<file path="src/rtl/me_pkg.sv">
// Shared types and derived-width helpers for the motion-estimation minimum search.
package me_pkg;

   typedef enum logic [1:0] {
      IDLE,
      SEARCH,
      DONE
   } me_state_e;

   function automatic int pos_count(input int tb_length, input int sw_length);
      return sw_length - tb_length + 1;
   endfunction

   // A zero-width bus is illegal, so degenerate geometries still get one bit.
   function automatic int at_least_one(input int w);
      return (w < 1) ? 1 : w;
   endfunction

   function automatic int cnt_width(input int tb_length, input int sw_length);
      return at_least_one($clog2(pos_count(tb_length, sw_length) * pos_count(tb_length, sw_length)));
   endfunction

   function automatic int pos_width(input int tb_length, input int sw_length);
      return at_least_one($clog2(pos_count(tb_length, sw_length)));
   endfunction

   function automatic int mvec_width(input int tb_length, input int sw_length);
      return 2 * pos_width(tb_length, sw_length);
   endfunction

   function automatic int sad_width(input int tb_length, input int pe_out_width);
      return $clog2(tb_length * tb_length) + pe_out_width;
   endfunction

endpackage

</file>
<file path="src/rtl/me_raster_counter.sv">
// Raster-order candidate counter: linear index plus {y,x}, wrapping to 0 after the last candidate.
module me_raster_counter #(
   parameter int POS       = 49,
   parameter int CNT_WIDTH = 12,
   parameter int POS_WIDTH = 6
) (
   input  logic                 clk,
   input  logic                 rst,
   input  logic                 clear,
   input  logic                 advance,
   output logic [CNT_WIDTH-1:0] idx,
   output logic [POS_WIDTH-1:0] x,
   output logic [POS_WIDTH-1:0] y,
   output logic                 last
);

   localparam int NUM_CAND = POS * POS;

   logic [CNT_WIDTH-1:0] idx_d, idx_q;
   logic [POS_WIDTH-1:0] x_d, x_q;
   logic [POS_WIDTH-1:0] y_d, y_q;
   logic                 x_wrap;

   assign x_wrap = (x_q == POS_WIDTH'(POS - 1));
   assign last   = (idx_q == CNT_WIDTH'(NUM_CAND - 1));

   // NOTE: every always_comb output gets a default first so no path can infer a latch.
   always_comb begin
      idx_d = idx_q;
      x_d   = x_q;
      y_d   = y_q;
      if (clear || (advance && last)) begin
         idx_d = '0;
         x_d   = '0;
         y_d   = '0;
      end else if (advance) begin
         idx_d = idx_q + CNT_WIDTH'(1);
         x_d   = x_wrap ? '0 : x_q + POS_WIDTH'(1);
         y_d   = x_wrap ? y_q + POS_WIDTH'(1) : y_q;
      end
   end

   // NOTE: state registers use non-blocking assignments so all flops update from pre-edge values.
   always_ff @(posedge clk) begin
      if (rst) begin
         idx_q <= '0;
         x_q   <= '0;
         y_q   <= '0;
      end else begin
         idx_q <= idx_d;
         x_q   <= x_d;
         y_q   <= y_d;
      end
   end

   assign idx = idx_q;
   assign x   = x_q;
   assign y   = y_q;

endmodule

</file>
<file path="src/rtl/me_min_search_responder.sv">
// 4-phase req/ack responder that tracks the minimum candidate SAD and commits its index and vector.
// Optional watchdog: define ME_TIMEOUT_EN to abort a stalled SEARCH into DONE with err set.
module me_min_search_responder
   import me_pkg::*;
#(
   parameter int  TB_LENGTH      = 16,
   parameter int  SW_LENGTH      = 64,
   parameter int  PE_OUT_WIDTH   = 8,
   parameter int  TIMEOUT_CYCLES = 1024,
   localparam int POS            = pos_count(TB_LENGTH, SW_LENGTH),
   localparam int CNT_WIDTH      = cnt_width(TB_LENGTH, SW_LENGTH),
   localparam int POS_WIDTH      = pos_width(TB_LENGTH, SW_LENGTH),
   localparam int MVEC_WIDTH     = mvec_width(TB_LENGTH, SW_LENGTH),
   localparam int SAD_WIDTH      = sad_width(TB_LENGTH, PE_OUT_WIDTH)
) (
   input  logic                  clk,
   input  logic                  rst,
   input  logic                  req,
   input  logic                  sad_valid,
   input  logic [SAD_WIDTH-1:0]  sad_in,
   output logic                  search_start,
   output logic                  busy,
   output logic [CNT_WIDTH-1:0]  min_cnt,
   output logic [SAD_WIDTH-1:0]  min_sad,
   output logic [MVEC_WIDTH-1:0] min_mvec,
   output logic                  ack,
   output logic                  err
);

   if (SW_LENGTH < TB_LENGTH || TIMEOUT_CYCLES < 2) begin : g_param_check
      $error("me_min_search_responder: invalid geometry or timeout");
   end

   me_state_e state_d, state_q;
   logic      search_start_d, search_start_q;
   logic      ack_d, ack_q;

   logic [SAD_WIDTH-1:0]  work_min_d, work_min_q;
   logic [CNT_WIDTH-1:0]  work_idx_d, work_idx_q;
   logic [MVEC_WIDTH-1:0] work_mvec_d, work_mvec_q;
   logic [CNT_WIDTH-1:0]  min_cnt_d, min_cnt_q;
   logic [SAD_WIDTH-1:0]  min_sad_d, min_sad_q;
   logic [MVEC_WIDTH-1:0] min_mvec_d, min_mvec_q;

   logic                  cnt_clear, cnt_advance, cnt_last;
   logic [CNT_WIDTH-1:0]  cnt_idx;
   logic [POS_WIDTH-1:0]  cnt_x, cnt_y;

   logic                  better;
   logic [SAD_WIDTH-1:0]  cand_min;
   logic [CNT_WIDTH-1:0]  cand_idx;
   logic [MVEC_WIDTH-1:0] cand_mvec;

`ifdef ME_TIMEOUT_EN
   localparam int IDLE_WIDTH = $clog2(TIMEOUT_CYCLES + 1);
   logic [IDLE_WIDTH-1:0] idle_cnt_d, idle_cnt_q;
   logic                  err_d, err_q;
`endif

   me_raster_counter #(
      .POS       (POS),
      .CNT_WIDTH (CNT_WIDTH),
      .POS_WIDTH (POS_WIDTH)
   ) u_raster (
      .clk     (clk),
      .rst     (rst),
      .clear   (cnt_clear),
      .advance (cnt_advance),
      .idx     (cnt_idx),
      .x       (cnt_x),
      .y       (cnt_y),
      .last    (cnt_last)
   );

   // Strict compare keeps the earliest candidate on ties.
   assign better    = (sad_in < work_min_q);
   assign cand_min  = better ? sad_in : work_min_q;
   assign cand_idx  = better ? cnt_idx : work_idx_q;
   assign cand_mvec = better ? {cnt_y, cnt_x} : work_mvec_q;

   always_comb begin
      state_d        = state_q;
      search_start_d = 1'b0;
      ack_d          = ack_q;
      work_min_d     = work_min_q;
      work_idx_d     = work_idx_q;
      work_mvec_d    = work_mvec_q;
      min_cnt_d      = min_cnt_q;
      min_sad_d      = min_sad_q;
      min_mvec_d     = min_mvec_q;
      cnt_clear      = 1'b0;
      cnt_advance    = 1'b0;
`ifdef ME_TIMEOUT_EN
      err_d          = err_q;
      idle_cnt_d     = '0;
`endif
      unique case (state_q)
         IDLE: begin
            if (req) begin
               state_d        = SEARCH;
               search_start_d = 1'b1;
               work_min_d     = '1;
               work_idx_d     = '0;
               work_mvec_d    = '0;
               cnt_clear      = 1'b1;
            end
         end
         SEARCH: begin
            // A falling req wins over a coincident sample; partial results are dropped.
            if (!req) begin
               state_d = IDLE;
            end else if (sad_valid) begin
               cnt_advance = 1'b1;
               work_min_d  = cand_min;
               work_idx_d  = cand_idx;
               work_mvec_d = cand_mvec;
               if (cnt_last) begin
                  min_sad_d  = cand_min;
                  min_cnt_d  = cand_idx;
                  min_mvec_d = cand_mvec;
                  ack_d      = 1'b1;
                  state_d    = DONE;
               end
`ifdef ME_TIMEOUT_EN
            end else if (idle_cnt_q == IDLE_WIDTH'(TIMEOUT_CYCLES - 1)) begin
               min_sad_d  = work_min_q;
               min_cnt_d  = work_idx_q;
               min_mvec_d = work_mvec_q;
               ack_d      = 1'b1;
               err_d      = 1'b1;
               state_d    = DONE;
            end else begin
               idle_cnt_d = idle_cnt_q + IDLE_WIDTH'(1);
`endif
            end
         end
         DONE: begin
            if (!req) begin
               state_d = IDLE;
               ack_d   = 1'b0;
`ifdef ME_TIMEOUT_EN
               err_d   = 1'b0;
`endif
            end
         end
         default: state_d = IDLE;
      endcase
   end

   always_ff @(posedge clk) begin
      if (rst) begin
         state_q        <= IDLE;
         search_start_q <= 1'b0;
         ack_q          <= 1'b0;
         work_min_q     <= '0;
         work_idx_q     <= '0;
         work_mvec_q    <= '0;
         min_cnt_q      <= '0;
         min_sad_q      <= '0;
         min_mvec_q     <= '0;
      end else begin
         state_q        <= state_d;
         search_start_q <= search_start_d;
         ack_q          <= ack_d;
         work_min_q     <= work_min_d;
         work_idx_q     <= work_idx_d;
         work_mvec_q    <= work_mvec_d;
         min_cnt_q      <= min_cnt_d;
         min_sad_q      <= min_sad_d;
         min_mvec_q     <= min_mvec_d;
      end
   end

`ifdef ME_TIMEOUT_EN
   always_ff @(posedge clk) begin
      if (rst) begin
         idle_cnt_q <= '0;
         err_q      <= 1'b0;
      end else begin
         idle_cnt_q <= idle_cnt_d;
         err_q      <= err_d;
      end
   end
   assign err = err_q;
`else
   assign err = 1'b0;
`endif

   assign search_start = search_start_q;
   assign busy         = (state_q == SEARCH);
   assign ack          = ack_q;
   assign min_cnt      = min_cnt_q;
   assign min_sad      = min_sad_q;
   assign min_mvec     = min_mvec_q;

endmodule
</file>
<file path="config.mk">
export PLATFORM = sky130hd
export DESIGN_NAME = me_min_search_responder
export DESIGN_NICKNAME = d
export VERILOG_FILES = /design/src/rtl/me_pkg.sv /design/src/rtl/me_raster_counter.sv /design/src/rtl/me_min_search_responder.sv
export SDC_FILE = /design/constraint.sdc
export NUM_CORES = 1
export LEC_CHECK = 0
export ABC_CLOCK_PERIOD_IN_PS = 3530
export BUFFER_PORTS_ARGS = -buffer_cell sky130_fd_sc_hd__buf_2
export CORE_UTILIZATION = 35
export CTS_BUF_LIST = sky130_fd_sc_hd__clkbuf_8
export DETAILED_ROUTE_END_ITERATION = 8
export MAX_ROUTING_LAYER = met4
export PLACE_DENSITY = 0.6
export SETUP_SLACK_MARGIN = 0.02
export SLEW_MARGIN = 20
export SYNTH_ARGS = -nofsm -noshare
export SYNTH_HDL_FRONTEND = slang
export SYNTH_SLANG_ARGS = --single-unit
</file>
<file path="constraint.sdc">
create_clock -name clk -period 3.53 [get_ports clk]
set_clock_uncertainty 0.15 [all_clocks]
set_input_delay 0.706 -clock clk [delete_from_list [all_inputs] [get_ports clk]]
set_output_delay 0.706 -clock clk [all_outputs]
set_load 0.01 [all_outputs]
</file>
# ---- Word level (Yosys, flattened, before mapping)
# Cells that the tools add are included.
dict set report word_totals {
  ff_bits 108
  inputBits 20
  output_inout_bits 44
  elab_cells 69
}
dict set report op_classes {
  add_sub_neg 3
  magnitude_cmp 1
  eq_ne 11
  mux 31
  n_reduce_logical 11
}
# operator count
set ops {}
lappend ops {{two-way mux 12 bit} 7}
lappend ops {{two-way mux 16 bit} 4}
lappend ops {{one-hot mux 12 bit (2 select lines)} 2}
lappend ops {{one-hot mux 16 bit (2 select lines)} 1}
lappend ops {{less-than comparator 16 bit} 1}
lappend ops {{adder 12 x 1 -> 12 bit (second input constant)} 1}
lappend ops {{adder 6 x 1 -> 6 bit (second input constant)} 2}
lappend ops {{equality test 12 bit (second input constant)} 1}
lappend ops {{AND reduction 4 bit} 3}
lappend ops {{two-way mux 2 bit} 5}
lappend ops {{two-way mux 1 bit} 9}
lappend ops {{!= test 2 bit (second input constant)} 4}
lappend ops {{equality test 6 bit (second input constant)} 1}
lappend ops {{two-way mux 6 bit} 1}
lappend ops {{one-hot mux 2 bit (3 select lines)} 1}
lappend ops {{AND reduction 5 bit} 1}
lappend ops {{nonzero test 2 bit} 2}
lappend ops {{!= test 3 x 2 -> 1 bit (second input constant)} 1}
lappend ops {{!= test 3 bit (second input constant)} 1}
lappend ops {{equality test 2 x 1 -> 1 bit (second input constant)} 1}
lappend ops {{equality test 2 bit (second input constant)} 1}
lappend ops {{logical NOT 2 bit} 1}
lappend ops {{!= test 2 x 1 -> 1 bit (second input constant)} 1}
lappend ops {{one-hot mux 1 bit (2 select lines)} 1}
lappend ops {{4 further kinds} 4}

# ---- Longest topological paths before layout
dict set report depth {
  ltp_word 6
  depth_mapped 11
  depth_no_buf 8
}

# ---- By module
# Synthesis repeated with hierarchy kept, for this count alone.
dict set report hier_totals {
  cells_unflattened 620
  hier_area_um2 5619.1
}
# mod instances cells_per_inst area_each_um2 seq_area_each_um2
set modules_own_cells {}
lappend modules_own_cells {me_min_search_responder 1 497 4499.3 1681.6}
lappend modules_own_cells {me_raster_counter 1 123 1119.8 480.5}

# ---- Worst setup path after synthesis
# No wires, ideal clock.
dict set report synth_path {
  path_type {in2reg}
  start {input sad_in[6]}
  end {register work_min_q[10]}
  setup_time_ns 0.119
  arrival_ns 2.634
  required_ns 3.261
  path_slack_ns 0.627
  cell_stages 10
  n_path_buf 3
  cell_sequence {ha_1 and3_1 o211ai_1 a31oi_1 or3_1 buf_2 or2_1 buf_6 buf_6 o221a_1}
}
dict set report synth_via {
  elab_chain_len 5
}
# item line
set synth_rtl {}
lappend synth_rtl {{start, declared} me_min_search_responder.sv:20} ;# input logic [SAD_WIDTH-1:0] sad_in,
lappend synth_rtl {{less-than comparator 16 bit} me_min_search_responder.sv:76} ;# assign better = (sad_in < work_min_q);
lappend synth_rtl {{two-way mux 16 bit} me_min_search_responder.sv:77} ;# assign cand_min = better ? sad_in : work_min_q;
lappend synth_rtl {{two-way mux 16 bit} me_min_search_responder.sv:112} ;# end else if (sad_valid) begin
lappend synth_rtl {{two-way mux 16 bit} me_min_search_responder.sv:110} ;# if (!req) begin
lappend synth_rtl {{one-hot mux 16 bit (2 select lines)} me_min_search_responder.sv:97} ;# unique case (state_q)
lappend synth_rtl {{end signal, assigned} me_min_search_responder.sv:165} ;# work_min_q <= work_min_d;
lappend synth_rtl {{end, declared} me_min_search_responder.sv:38} ;# logic [SAD_WIDTH-1:0] work_min_d, work_min_q;
# No other way between the ends. The select of a mux whose other input is x is not followed.
# A chain may end at the register's enable or synchronous reset.

# ---- Worst setup path in the final report
dict set report layout_path {
  start {register work_min_q[10]}
  end {register work_min_q[7]}
}
dict set report layout_via {
  elab_chain_len 5
}
# item line
set layout_rtl {}
lappend layout_rtl {{less-than comparator 16 bit} me_min_search_responder.sv:76}
lappend layout_rtl {{two-way mux 16 bit} me_min_search_responder.sv:77}
lappend layout_rtl {{two-way mux 16 bit} me_min_search_responder.sv:112}
lappend layout_rtl {{two-way mux 16 bit} me_min_search_responder.sv:110}
lappend layout_rtl {{one-hot mux 16 bit (2 select lines)} me_min_search_responder.sv:97}
# No other way between the ends. The select of a mux whose other input is x is not followed.

==> impl_metrics.ini <==
[run_status]
status = completed

[clock_network]
cts.path.max_buffers = 2
insertion_delay_ps = 400
htree_num_levels = 3
path_clk_slew_ps = 100
postCtsSetupBuffers = 0
cts-resized-gates = 0
clkSinkCount = 108
cts_tree = done
cts_root_buf = clkbuf_8
cts_hold_buf = 0
cts_buffers = 9

[yosys]
ys_warn_count = 0
synthArstFlopShare_pct = 0
yosysSeqAreaShare_pct = 47.77
avgSynthCellArea_um2 = 9.691
ys_types = 53
syn_nets = 507
syn-instance-count = 467
synth_area_um2 = 4526
ys_ff_latch = 108
synth-edff-count = 0
synth_ff_type = dfxtp_1

[placement]
place.gp.congestion = 0.8397
place_hpwl_mm = 7.547
io_buffer_count = 62
place_ws_ps = 22.10

[die]
die_w_um = 115.7
fp.dieArea_um2 = 13390
rows = 41
die_height_um = 115.7
io_pins = 64
coreArea_um2 = 12620
initial_core_util_pct = 35.86

[global_route]
grt_use_total_pct = 17.76
grt_pass1_wl_mm = 17.77
first_global_vias = 3439
grt_max_degree = 27
grt_overflow = 0
antenna_found_initial = 1

[timing]
tns_ps = 0
period_minus_slack_ps = 3194
setup_viol = 0
worstMarginPinSlew_ps = 801.5
fmax_mhz = 313.1
final-max-slew-violation-count = 0
setup_ws_ps = 336.0
holdWs_ps = 313.2
rsz0062_at_grt = no
maxSlewHeadroom_pct = 46.51
period_share_pct = 90.48
hold_violations = 0

[drt]
wl_mm = 10.99
drcViolationCount = 0
vias_per_cell = 5.267
dr_total_vias = 3666
firstDrtPassIters = 4
postRouteAntennaNets = 0
drt_iter0_drc = 273
routedWlPerCell_um = 15.79

[pwr]
comb_power_share_pct = 7.9
p_leak_nw = 2.207
power_density_nw_per_um2 = 437.0
pwr-share-seq_pct = 54.8
p_switching_mw = 0.5772
p_clk_share_pct = 37.3
ir_drop_uv = 223.6
p_int_mw = 1.706
swShare_pct = 25.28

[cells_and_area]
register_area_um2 = 2162
area_growth_pct = 15.45
drive_gt1_share_pct = 19.12
multi_input_area_um2 = 2142
nets = 559
fill_cells = 1295

[setup_path]
setup.worst_path.class = reg -> reg
cp.required_ps = 3710
start_kind = flip-flop
crit_fanout = 16
end_kind = flip-flop
arrival_ps = 3370

[job]
maxCapViolCount = 0

[worst_hold_path]
hold_class = reg -> reg
## cell usage in the layout, fill, tap and decap left out, types with 3 or more instances in the layout
cell type  Yosys  layout
nor3_1         9       9
ha_1          20      20
o211ai_1       4       4
buf_2         10      62
a32o_1         6       6
and3_1         3       3
a211oi_1       4       4
o221a_1       16      16
o21ai_0        5       5
xnor2_1        4       4
inv_1         20      20
nor2_1        28      28
nand2_1       69      69
a32oi_1       26      26
nand3_1       10      10
xor2_1        16      16
nand4_1       12      12
buf_4          1      13
a22o_1        24      24
a21oi_1        9       9
dfxtp_1      108     108
clkbuf_8       0       9
## state kept, by name (all words and copies together), names as in the netlist
signal        cells
min_sad          16
u_raster.idx     12
work_idx_q       12
ack               1
work_min_q       16
u_raster.y        6
min_cnt          12
u_raster.x        6
search_start      1
work_mvec_q      12
min_mvec         12
state_q           2
## per-stage QoR
stage               utilization, %  power (mW)  instance area (um^2)  std cells
floorplan                        -       1.395                  4526        467
global placement             39.59       1.453                  4996        680
detailed placement           39.59       1.458                  4996        680
CTS                          41.33       2.306                  5216        695
global route                 41.40       2.374                  5225        696
finish                       41.40       2.283                  5225        696
## area by class of cell
class                   count  area share [%]
clock buffers               9           2.371
multi-input cells         305           41.00
inverters                  20           1.437
clock inverters             6           1.844
diodes                      1         0.04789
repair buffers             75           7.807
well taps                 172           4.119
flip-flops and latches    108           41.38
## path summary, 6_finish.rpt
path / end / cells past startpoint / from / slack (ps)
min: min_sad[11] / 2 / min_sad[11] / 310
min reg2reg: min_sad[11] / 2 / min_sad[11] / 310
max: work_min_q[7] / 8 / work_min_q[10] / 340
max reg2reg: work_min_q[7] / 8 / work_min_q[10] / 340
## layer usage
layer  vias to the layer above  GRT usage (%)  part of all wire [%]
met5                         -              -                     0
met1                      1769          22.52                    47
met4                         0          4.530                  0.92
met3                        10          5.230                   6.5
li1                       1799              -                     -
met2                        88          27.62                    46
## cells in the mapped netlist, types with 2 or more instances
master | count | area [um^2]
xnor2_1 | 4 | 35.03
buf_2 | 10 | 50.05
o21ai_0 | 5 | 25.02
inv_1 | 20 | 75.07
nor4bb_1 | 2 | 20.02
and4_1 | 2 | 17.52
nand2b_1 | 2 | 12.51
nor3_2 | 2 | 20.02
xor2_1 | 16 | 140.1
nor2b_1 | 2 | 12.51
nor3_1 | 9 | 45.04
o31a_1 | 2 | 17.52
buf_6 | 2 | 22.52
a32o_1 | 6 | 60.06
nand3_1 | 10 | 50.05
o211ai_1 | 4 | 30.03
dfxtp_1 | 108 | 2162
a211oi_1 | 4 | 30.03
a21o_1 | 2 | 15.01
and2_1 | 2 | 12.51
clkbuf_1 | 21 | 78.83
and3_1 | 3 | 18.77
nand2_1 | 69 | 259.0
a22o_1 | 24 | 210.2
nor2_1 | 28 | 105.1
ha_1 | 20 | 250.2
a32oi_1 | 26 | 227.7
and4b_1 | 2 | 20.02
or3_1 | 2 | 12.51
o221a_1 | 16 | 180.2
a21oi_1 | 9 | 45.04
nand4_1 | 12 | 75.07
## power by group through the flow
stage	combinational (mW)	sequential [mW]	clock, mW
floorplan	0.121	1.27	0
global placement	0.176	1.28	0
detailed placement	0.179	1.28	0
CTS	0.180	1.25	0.875
global route	0.200	1.25	0.920
finish	0.181	1.25	0.851
## cell families after synthesis
family | after synthesis | share of synthesized area (%)
compound gates | 105 | 20.24
fa+ha+maj | 20 | 5.529
xor+xnor | 20 | 3.870
simple gates | 158 | 17.11
mux | 1 | 0.2212
buf+inv | 54 | 5.170
flops | 108 | 47.77
other cells | 1 | 0.08286
## critical path: stages, from the launching register on
cell and delay [ps]:
dfxtp_1 390, inv_1 70, ha_1 290, and4_1 250
o211ai_1 100, o41ai_1 650, or3_1 340, or2_1 580
o221a_1 320
Power figures use the tool's default switching activity.
